### src/rtl/conv_feeder.sv
// Stream sequencer feeding the folded 8-bit signed MAC from fmap/weight memories.
// Optional stall input is enabled by defining CONV_FEED_STALL_EN.
module conv_feeder #(
  parameter int KSIZE  = 9,
  parameter int NWIN   = 4,
  parameter int STRIDE = 1,
  parameter int ADDR_W = 8
) (
  input  logic              clk,
  input  logic              rst,
  input  logic              start,
`ifdef CONV_FEED_STALL_EN
  input  logic              stall,
`endif
  output logic [ADDR_W-1:0] fmap_addr,
  input  logic signed [7:0] fmap_rdata,
  output logic [ADDR_W-1:0] weight_addr,
  input  logic signed [7:0] weight_rdata,
  output logic signed [7:0] data_fmaps,
  output logic signed [7:0] data_weight,
  output logic              worken,
  output logic              outputen,
  output logic              busy,
  output logic              result_valid,
  output logic [ADDR_W-1:0] win_idx,
  output logic              done
);

  localparam int TAP_W = (KSIZE > 1) ? $clog2(KSIZE) : 1;
  localparam int WIN_W = (NWIN > 1) ? $clog2(NWIN) : 1;

  typedef enum logic [1:0] {S_IDLE, S_RUN, S_FLUSH, S_DONE} state_t;

  state_t            state, state_nxt;
  logic [TAP_W-1:0]  tap;
  logic [WIN_W-1:0]  win;
  logic [ADDR_W-1:0] fbase;
  logic [ADDR_W-1:0] res_cnt;
  logic              hold;
  logic              tap_last, win_last;
  logic              issue, issue_oe, issue_push, issue_flush;
  logic              wk_q, oe_q, flush_q, push_q;

`ifdef CONV_FEED_STALL_EN
  assign hold = stall;
`else
  assign hold = 1'b0;
`endif

  assign tap_last = (tap == TAP_W'(KSIZE - 1));
  assign win_last = (win == WIN_W'(NWIN - 1));

  always_ff @(posedge clk or posedge rst) begin
    if (rst) state <= S_IDLE;
    else     state <= state_nxt;
  end

  // Stall only gates beat issue (RUN/FLUSH); DONE always advances so that
  // done stays aligned with the flush result already in the pipeline.
  always_comb begin
    state_nxt   = state;
    issue       = 1'b0;
    issue_oe    = 1'b0;
    issue_push  = 1'b0;
    issue_flush = 1'b0;
    case (state)
      S_IDLE: if (start) state_nxt = S_RUN;
      S_RUN: begin
        if (!hold) begin
          issue      = 1'b1;
          issue_oe   = (tap == '0);
          issue_push = (tap == '0) && (win != '0);
          if (tap_last && win_last) state_nxt = S_FLUSH;
        end
      end
      S_FLUSH: begin
        if (!hold) begin
          issue       = 1'b1;
          issue_oe    = 1'b1;
          issue_push  = 1'b1;
          issue_flush = 1'b1;
          state_nxt   = S_DONE;
        end
      end
      S_DONE:  state_nxt = S_IDLE;
      default: state_nxt = S_IDLE;
    endcase
  end

  // Window base advances by STRIDE at each tap wrap instead of win*STRIDE.
  always_ff @(posedge clk or posedge rst) begin
    if (rst) begin
      tap   <= '0;
      win   <= '0;
      fbase <= '0;
    end else if (issue && (state == S_RUN)) begin
      if (tap_last) begin
        tap <= '0;
        if (win_last) begin
          win   <= '0;
          fbase <= '0;
        end else begin
          win   <= win + WIN_W'(1);
          fbase <= fbase + ADDR_W'(STRIDE);
        end
      end else begin
        tap <= tap + TAP_W'(1);
      end
    end
  end

  assign fmap_addr   = fbase + ADDR_W'(tap);
  assign weight_addr = ADDR_W'(tap);

  always_ff @(posedge clk or posedge rst) begin
    if (rst) begin
      wk_q         <= 1'b0;
      oe_q         <= 1'b0;
      flush_q      <= 1'b0;
      push_q       <= 1'b0;
      result_valid <= 1'b0;
      win_idx      <= '0;
      res_cnt      <= '0;
      done         <= 1'b0;
    end else begin
      wk_q         <= issue;
      oe_q         <= issue_oe;
      flush_q      <= issue_flush;
      push_q       <= issue_push;
      result_valid <= push_q;
      done         <= (state == S_DONE);
      if ((state == S_IDLE) && start) res_cnt <= '0;
      else if (push_q)                res_cnt <= res_cnt + ADDR_W'(1);
      if (push_q) win_idx <= res_cnt;
    end
  end

  assign worken      = wk_q;
  assign outputen    = oe_q;
  assign data_fmaps  = (wk_q && !flush_q) ? fmap_rdata   : '0;
  assign data_weight = (wk_q && !flush_q) ? weight_rdata : '0;
  assign busy        = (state != S_IDLE) || done;

endmodule

### config.mk
export PLATFORM = sky130hd
export DESIGN_NAME = conv_feeder
export DESIGN_NICKNAME = d
export VERILOG_FILES = /design/src/rtl/conv_feeder.sv
export SDC_FILE = /design/constraint.sdc
export NUM_CORES = 1
export LEC_CHECK = 0
export CORE_MARGIN = 4
export CORE_UTILIZATION = 51
export DETAILED_ROUTE_END_ITERATION = 8
export PLACE_DENSITY = 0.9
export SKIP_LAST_GASP = 1
export SYNTH_ARGS = -nofsm -noshare
export SYNTH_HDL_FRONTEND = slang
export SYNTH_SLANG_ARGS = --single-unit
### constraint.sdc
create_clock -name clk -period 4.2 [get_ports clk]
set_input_delay 0.63 -clock clk [delete_from_list [all_inputs] [get_ports clk]]
set_output_delay 0.63 -clock clk [all_outputs]
set_load 0.01 [all_outputs]
---- Yosys cells after proc, flatten, opt, wreduce, memory -nomap -nowiden ----
Cells that the tools add are included.
W data, S select, Z words.
storage, ports and cells
  register bits ........................... 38
  input port bits ......................... 19
  logic and storage cells ................. 53
operators by class
  $add $sub $neg .......................... 5
  equality and inequality tests ........... 7
  mux-type cells .......................... 14
  reductions and logical operators ........ 15
operators by type and width
  operator               number
  $mux W8                5
  $add A8 B1 Y8 const B  2
  $add A8 B4 Y8          1
  $pmux W2 S4            1
  $eq A2 B2 Y1 const B   3
  $mux W2                3
  $reduce_bool A2 Y1     3
  $logic_and A1 B1 Y1    5
  $add A4 B1 Y4 const B  1
  $eq A4 B4 Y1 const B   1
  $logic_not A4 Y1       1
  $mux W4                1
  $ne A2 B2 Y1 const B   2
  $pmux W1 S2            2
  $reduce_and A2 Y1      2
  $add A2 B1 Y2 const B  1
  $eq A2 B1 Y1 const B   1
  $logic_not A2 Y1       1
  $mux W1                2
  $reduce_or A2 Y1       1
  $logic_not A1 Y1       1
  $logic_or A1 B1 Y1     1

---- Depth between registers and ports, before layout ----
Gate-level depths: netlist (run 1).
  depth in word-level cells ............... 5
  gate-level depth with buffers ........... 7

---- Least setup slack after synthesis (run 1) ----
OpenSTA, ideal clock, no wires.
  path type ............................... reg-to-output
  from .................................... reg tap[0]
  to ...................................... out fmap_addr[6]
  data arrival time ....................... 1.720 ns
  data required time ...................... 3.570 ns
  path slack .............................. 1.850 ns
  cell stages (with the launch flop) ...... 8
  buffers on the path ..................... 0
  cells stage by stage .................... dfrtp_1 -> ha_1 -> inv_1 -> fa_1 -> nor2b_1 -> o21ai_0 -> a21o_1 -> xnor2_1
on the way
  word-level cells in the longest chain between the ends .. 1
RTL lines
  what                    line  RTL
  from (decl)             35    logic [TAP_W-1:0] tap;
  from (signal assigned)  107   tap <= tap + TAP_W'(1);
  $add A8 B4 Y8           112   assign fmap_addr = fbase + ADDR_W'(tap);
  to (decl)               15    output logic [ADDR_W-1:0] fmap_addr,
No other way between the ends.

---- Worst setup path in the final report (run 1) ----
Ends and elaborated chain as after synthesis.

==> flow_metrics.tcl, run 1 <==
set metrics [dict create \
    status "finished clean" \
    clkTransAtPathRegs_ps 80 \
    die_w_um 72.9 \
    final.setup.tns_ps 0 \
    async_flop_share_pct 100 \
    fin_cells 321 \
    vias 1712 \
    rows 23 \
    placed_cells 313 \
    critPathKind "reg -> out" \
    synth.most_common_cell "dfrtp_1" \
    period_needed_ps 3190 \
    synth_edf_count 0 \
    path_max_fanout 6 \
    grt_pass1_vias 1735 \
    core-area_um2 4030 \
    antenna_found_initial 0 \
    dp_hpwl_um 3450 \
    h-tree-depth 2 \
    synth_top_cell_by_area "dfrtp_1" \
    ys_warn_count 0 \
    num_antenna_cells 0 \
    final_nets 304 \
    ys_types 42 \
    max_slew_margin_pct 47.5 \
    clock-sinks 38 \
    crit_buf_inv 2 \
    cts_max_path_buffers 2 \
    finalPower_mw 1.86 \
    synth_common_cells "dfrtp_1 (38), and2_1 (19), inv_1 (15), nand2_1 (15), o21ai_0 (15)" \
    cap_viol_max_count 0 \
    max_freq_ghz 0.313 \
    leakagePower_nw 1.28 \
    grt_max_degree 22 \
    arrival_ps 2560 \
    ys_seq_area_share_pct 44.3 \
    ir_drop_v 0.000511 \
    gr-total-overflow 0 \
    die_y_um 72.9 \
    cts_tree "yes" \
    hold_viol 0 \
    io_buffers 59 \
    syn-cell-area_um2 2150 \
    worstMarginPinSlew_ps 786 \
    cts_resized 0 \
    cpMaxStageDelayCell "clkdlybuf4s50_1" \
    vias_per_cell 5.33 \
    crit_family "buffers and inverters" \
    slowest_delay_ps 560 \
    synth_area_leaders "dfrtp_1 (44%), ha_1 (8.2%), and2_1 (5.5%), mux2_2 (5.2%), o21ai_0 (3.5%)" \
    cts_hold_buf 0 \
    clock_skew_ps 4.25 \
    drt-total-wl_um 4500 \
    final_layout_size_suffix_gt1_share_pct 8.12 \
    clock_latency_ps 290 \
    drv_slew 0 \
    io_pins 64 \
    start_kind "flop" \
    ys.flop_type "dfrtp_1" \
    period_share_pct 76.0 \
    drt_iter0_drc 75 \
    place.gp.congestion 0.772 \
    power_density_nw_per_um2 650 \
    wl_per_cell_um 14.0 \
    ctsRootBufferMaster "clkbuf_8" \
    drtAntennaViolNets 0 \
    setup_viol 0 \
    area_growth_pct 33.4 \
    hold_class "reg -> reg" \
    ys_seq_elements 38 \
    track_usage_pct 18.4 \
    die-area_um2 5310 \
    grt_pass1_wl_um 7650 \
    cp.required_ps 3570 \
    path_cells "ha_1, inv_1, fa_1, nor2b_1, o21ai_0, a21o_1, xnor2_1, clkdlybuf4s50_1" \
    drc 0 \
    synthCells 213 \
    cts_made_buffers 5 \
    cts_setup_buffers 0 \
    rsz0062_at_grt "no" \
    critPathCaptureType "primary output" \
    synth.avg_cell_area_um2 10.1 \
    drt-pass1-iter-count 4 \
    initial_core_util_pct 53.3 \
    synth_top_area_share_pct 44.3 \
]
## through the flow
| step | worst slack (ps) | cell area [µm²] | hold slack (ps) | util (%) |
|---|---|---|---|---|
| floorplan | 1850 | 2160 | 402 | - |
| global placement | 1410 | 2750 | 489 | 68.2 |
| detailed placement | 1310 | 2750 | 495 | 68.2 |
| CTS | 983 | 2860 | 513 | 71.0 |
| global route | 847 | 2860 | 535 | 71.0 |
| finish | 1010 | 2860 | 507 | 71.0 |
## layer usage
metal,wire length [µm],global-route usage [%],vias to the layer above
met5,0,0,-
met4,67,6.76,0
met3,341,5.92,8
met2,2230,31.3,57
met1,1860,21.6,820
li1,-,-,827
## where the power goes
| part | total (mW) | internal (mW) | switching [mW] |
|---|---|---|---|
| logic | 0.951 | 0.529 | 0.422 |
| clock network | 0.316 | 0.177 | 0.139 |
| registers | 0.592 | 0.470 | 0.122 |
| total | 1.86 | 1.18 | 0.683 |
## path summary, 6_finish.rpt
check	start	to	slack (ps)	cells after the start
min in group asynchronous	rst	win_idx[1]	790	2
worst max register to register	state[1]	fbase[6]	2200	5
max in group asynchronous	rst	res_cnt[1]	2680	3
worst max-delay path	tap[0]	fmap_addr[6]	1010	8
worst min-delay path	win_idx[0]	win_idx[0]	510	1
worst min register to register	win_idx[0]	win_idx[0]	510	1
## worst reg2reg max path, cell delays in order (launching register included)
cell,delay (ps)
dfrtp_1,420
inv_1,90
ha_1,360
nand4b_4,280
or2_0,430
o41ai_2,320
## area by class of cell
class	count	area [µm²]
Fill cell	320	1170
Multi-Input combinational cell	150	1080
Timing Repair Buffer	60	598
Clock inverter	3	45.0
Clock buffer	5	68.8
Tap cell	50	62.6
Sequential cell	38	951
Inverter	15	56.3
## sequential cells by signal, summed over array words and instances, names as in the netlist, 2 cells and up
register,cells
win_idx,8
fbase,8
state,2
res_cnt,8
tap,4
win,2
## layout by cell type, fill, tap and decap left out, types with 3 or more instances in the layout
master / n
clkdlybuf4s50_1: 59
dfrtp_1: 38
and2_1: 19
nand2_1: 15
o21ai_0: 15
inv_1: 15
ha_1: 14
mux2_2: 10
nor2_1: 9
a21oi_1: 7
nand3_1: 7
xor2_1: 6
xnor2_1: 5
clkbuf_8: 5
nand4_1: 4
conb_1: 4
nor2b_1: 3
nand2b_1: 3
## cells by family (layout without fill, tap and decap cells)
family	Yosys count	in the layout	share of synthesized area [%]
and+or+nand+nor	71	71	18.6
DFF	38	38	44.3
AOI/OAI and AO/OA	37	37	11.3
buffers and inverters	28	83	5.89
adders and majority gates	15	15	9.10
muxes	12	12	6.18
xor gates and xnor gates	11	11	4.49
other	1	4	0.175
(Power assumes the default switching activity.)
==> run 2, diff against run 1 <==
--- a/config.mk
+++ b/config.mk
@@ -6,9 +6,9 @@
 export NUM_CORES = 1
 export LEC_CHECK = 0
 export CORE_MARGIN = 4
-export CORE_UTILIZATION = 51
+export CORE_UTILIZATION = 47
 export DETAILED_ROUTE_END_ITERATION = 8
-export PLACE_DENSITY = 0.9
+export PLACE_DENSITY = 0.84
 export SKIP_LAST_GASP = 1
 export SYNTH_ARGS = -nofsm -noshare
 export SYNTH_HDL_FRONTEND = slang
==> constraint.sdc (replaced) <==
create_clock -name clk -period 2.95 [get_ports clk]
set_input_delay 0.4425 -clock clk [delete_from_list [all_inputs] [get_ports clk]]
set_output_delay 0.4425 -clock clk [all_outputs]
set_load 0.01 [all_outputs]
==> flow_metrics.tcl, run 2 (synthesis results as in run 1) <==
set metrics [dict create \
    hold_class "reg -> reg" \
    cp.required_ps 2510 \
    period_needed_ps 2710 \
    use_met1_pct 22.4 \
    leakagePower_nw 1.31 \
    worstMarginPinSlew_ps 679 \
    final_common_cell "clkdlybuf4s50_1" \
    top_regs "fbase (8), res_cnt (8), win_idx (8)" \
    met3_usage_pct 4.62 \
    cpMaxStageDelayCell "clkdlybuf4s50_1" \
    gr-total-overflow 0 \
    cts_made_buffers 5 \
    hold_viol 0 \
    track_usage_pct 17.5 \
    ctsRootBufferMaster "clkbuf_8" \
    clock-sinks 38 \
    status "finished clean" \
    antenna_found_initial 0 \
    final_nets 307 \
    drt_iter0_drc 111 \
    num_antenna_cells 0 \
    max_freq_ghz 0.369 \
    dp_hpwl_um 3400 \
    cts_tree "yes" \
    drc 0 \
    ir_drop_v 0.000707 \
    drv_slew 0 \
    grt_pass1_vias 1698 \
    layout_common_cells "clkdlybuf4s50_1 (57), dfrtp_1 (37), and2_1 (19)" \
    cts_max_path_buffers 2 \
    place_area_um2 2760 \
    drt-pass1-iter-count 4 \
    max_slew_margin_pct 54.6 \
    rows 24 \
    place.gp.congestion 0.756 \
    initial_core_util_pct 48.9 \
    clock_skew_ps 10.8 \
    cap_viol_max_count 0 \
    die_y_um 75.6 \
    final_layout_size_suffix_gt1_share_pct 9.85 \
    path_cells "ha_1, a211o_1, o211ai_1, a21boi_0, clkdlybuf4s50_1" \
    vias_per_cell 5.41 \
    core-area_um2 4380 \
    slowest_delay_ps 570 \
    setup_viol 0 \
    start_kind "flop" \
    globalRouteMet2Util_pct 28.2 \
    finalPower_mw 2.61 \
    final.setup.tns_ps 0 \
    drtAntennaViolNets 0 \
    fin_util_pct 65.6 \
    top_usage_layer "met2" \
    period_share_pct 91.9 \
    io_buffers 59 \
    clkTransAtPathRegs_ps 70 \
    drt-total-wl_um 4640 \
    final_cell_area_um2 2880 \
    area_growth_pct 34.1 \
    io_pins 64 \
    critPathKind "reg -> out" \
    grt_pass1_wl_um 7640 \
    grt_max_degree 39 \
    die-area_um2 5710 \
    rsz0062_at_grt "no" \
    h-tree-depth 2 \
    arrival_ps 2270 \
    die_w_um 75.6 \
    critPathCaptureType "primary output" \
    path_max_fanout 6 \
    power_density_nw_per_um2 909 \
    clock_latency_ps 290 \
    vias 1764 \
    wl_per_cell_um 14.2 \
]
## run 2: report_power, final
part | internal (mW) | switching [mW]
combinational | 0.775 | 0.645
sequential | 0.671 | 0.154
clock | 0.188 | 0.182
total | 1.63 | 0.980
## run 2: final cells by class
class                   count  area (µm²)
multi-input cells         150        1080
inverters                  15        56.3
well taps                  52        65.1
clock inverters             2        12.5
flip-flops and latches     38         952
clock buffers               6        82.6
repair buffers             63         626
fillers                   354        1510
## run 2: critical path, delay by kind of cell, from the launching register on
kind	cells	cell delay, ps
adders and majority gates	1	330
buffers and inverters	1	570
DFF	1	460
AOI/OAI and AO/OA	3	630
## run 2: final timing paths
path / start / slack (ps) / depth (start not counted) / to
worst max-delay path: fbase[1] / 240 / 5 / fmap_addr[3]
worst min-delay path: win_idx[5] / 510 / 1 / win_idx[5]
worst max register to register: state[1] / 880 / 5 / fbase[6]
worst min register to register: win_idx[5] / 510 / 1 / win_idx[5]
max in group asynchronous: rst / 2050 / 3 / tap[0]
min in group asynchronous: rst / 560 / 3 / win_idx[0]
## run 2: layer usage
layer	routed length, µm	share of wire, %
met1	2000	43
met2	2210	48
met3	358	7.7
met4	74	1.6
met5	0	0
## run 2: timing repair
action,in CTS,in global routing
gates cloned,0,0
resized for setup,1,3
setup buffers,2,0
endpoints found under the setup margin,1,2
hold buffers,0,0
## run 2: stage by stage
step | hold slack (ps) | cells | setup slack (ps)
after global routing | 523 | 326 | 61.8
after detailed placement | 494 | 316 | 273
final | 505 | 326 | 238
after CTS | 513 | 326 | 70.1
after global placement | 490 | 316 | 345
after floorplan | 402 | 216 | 788
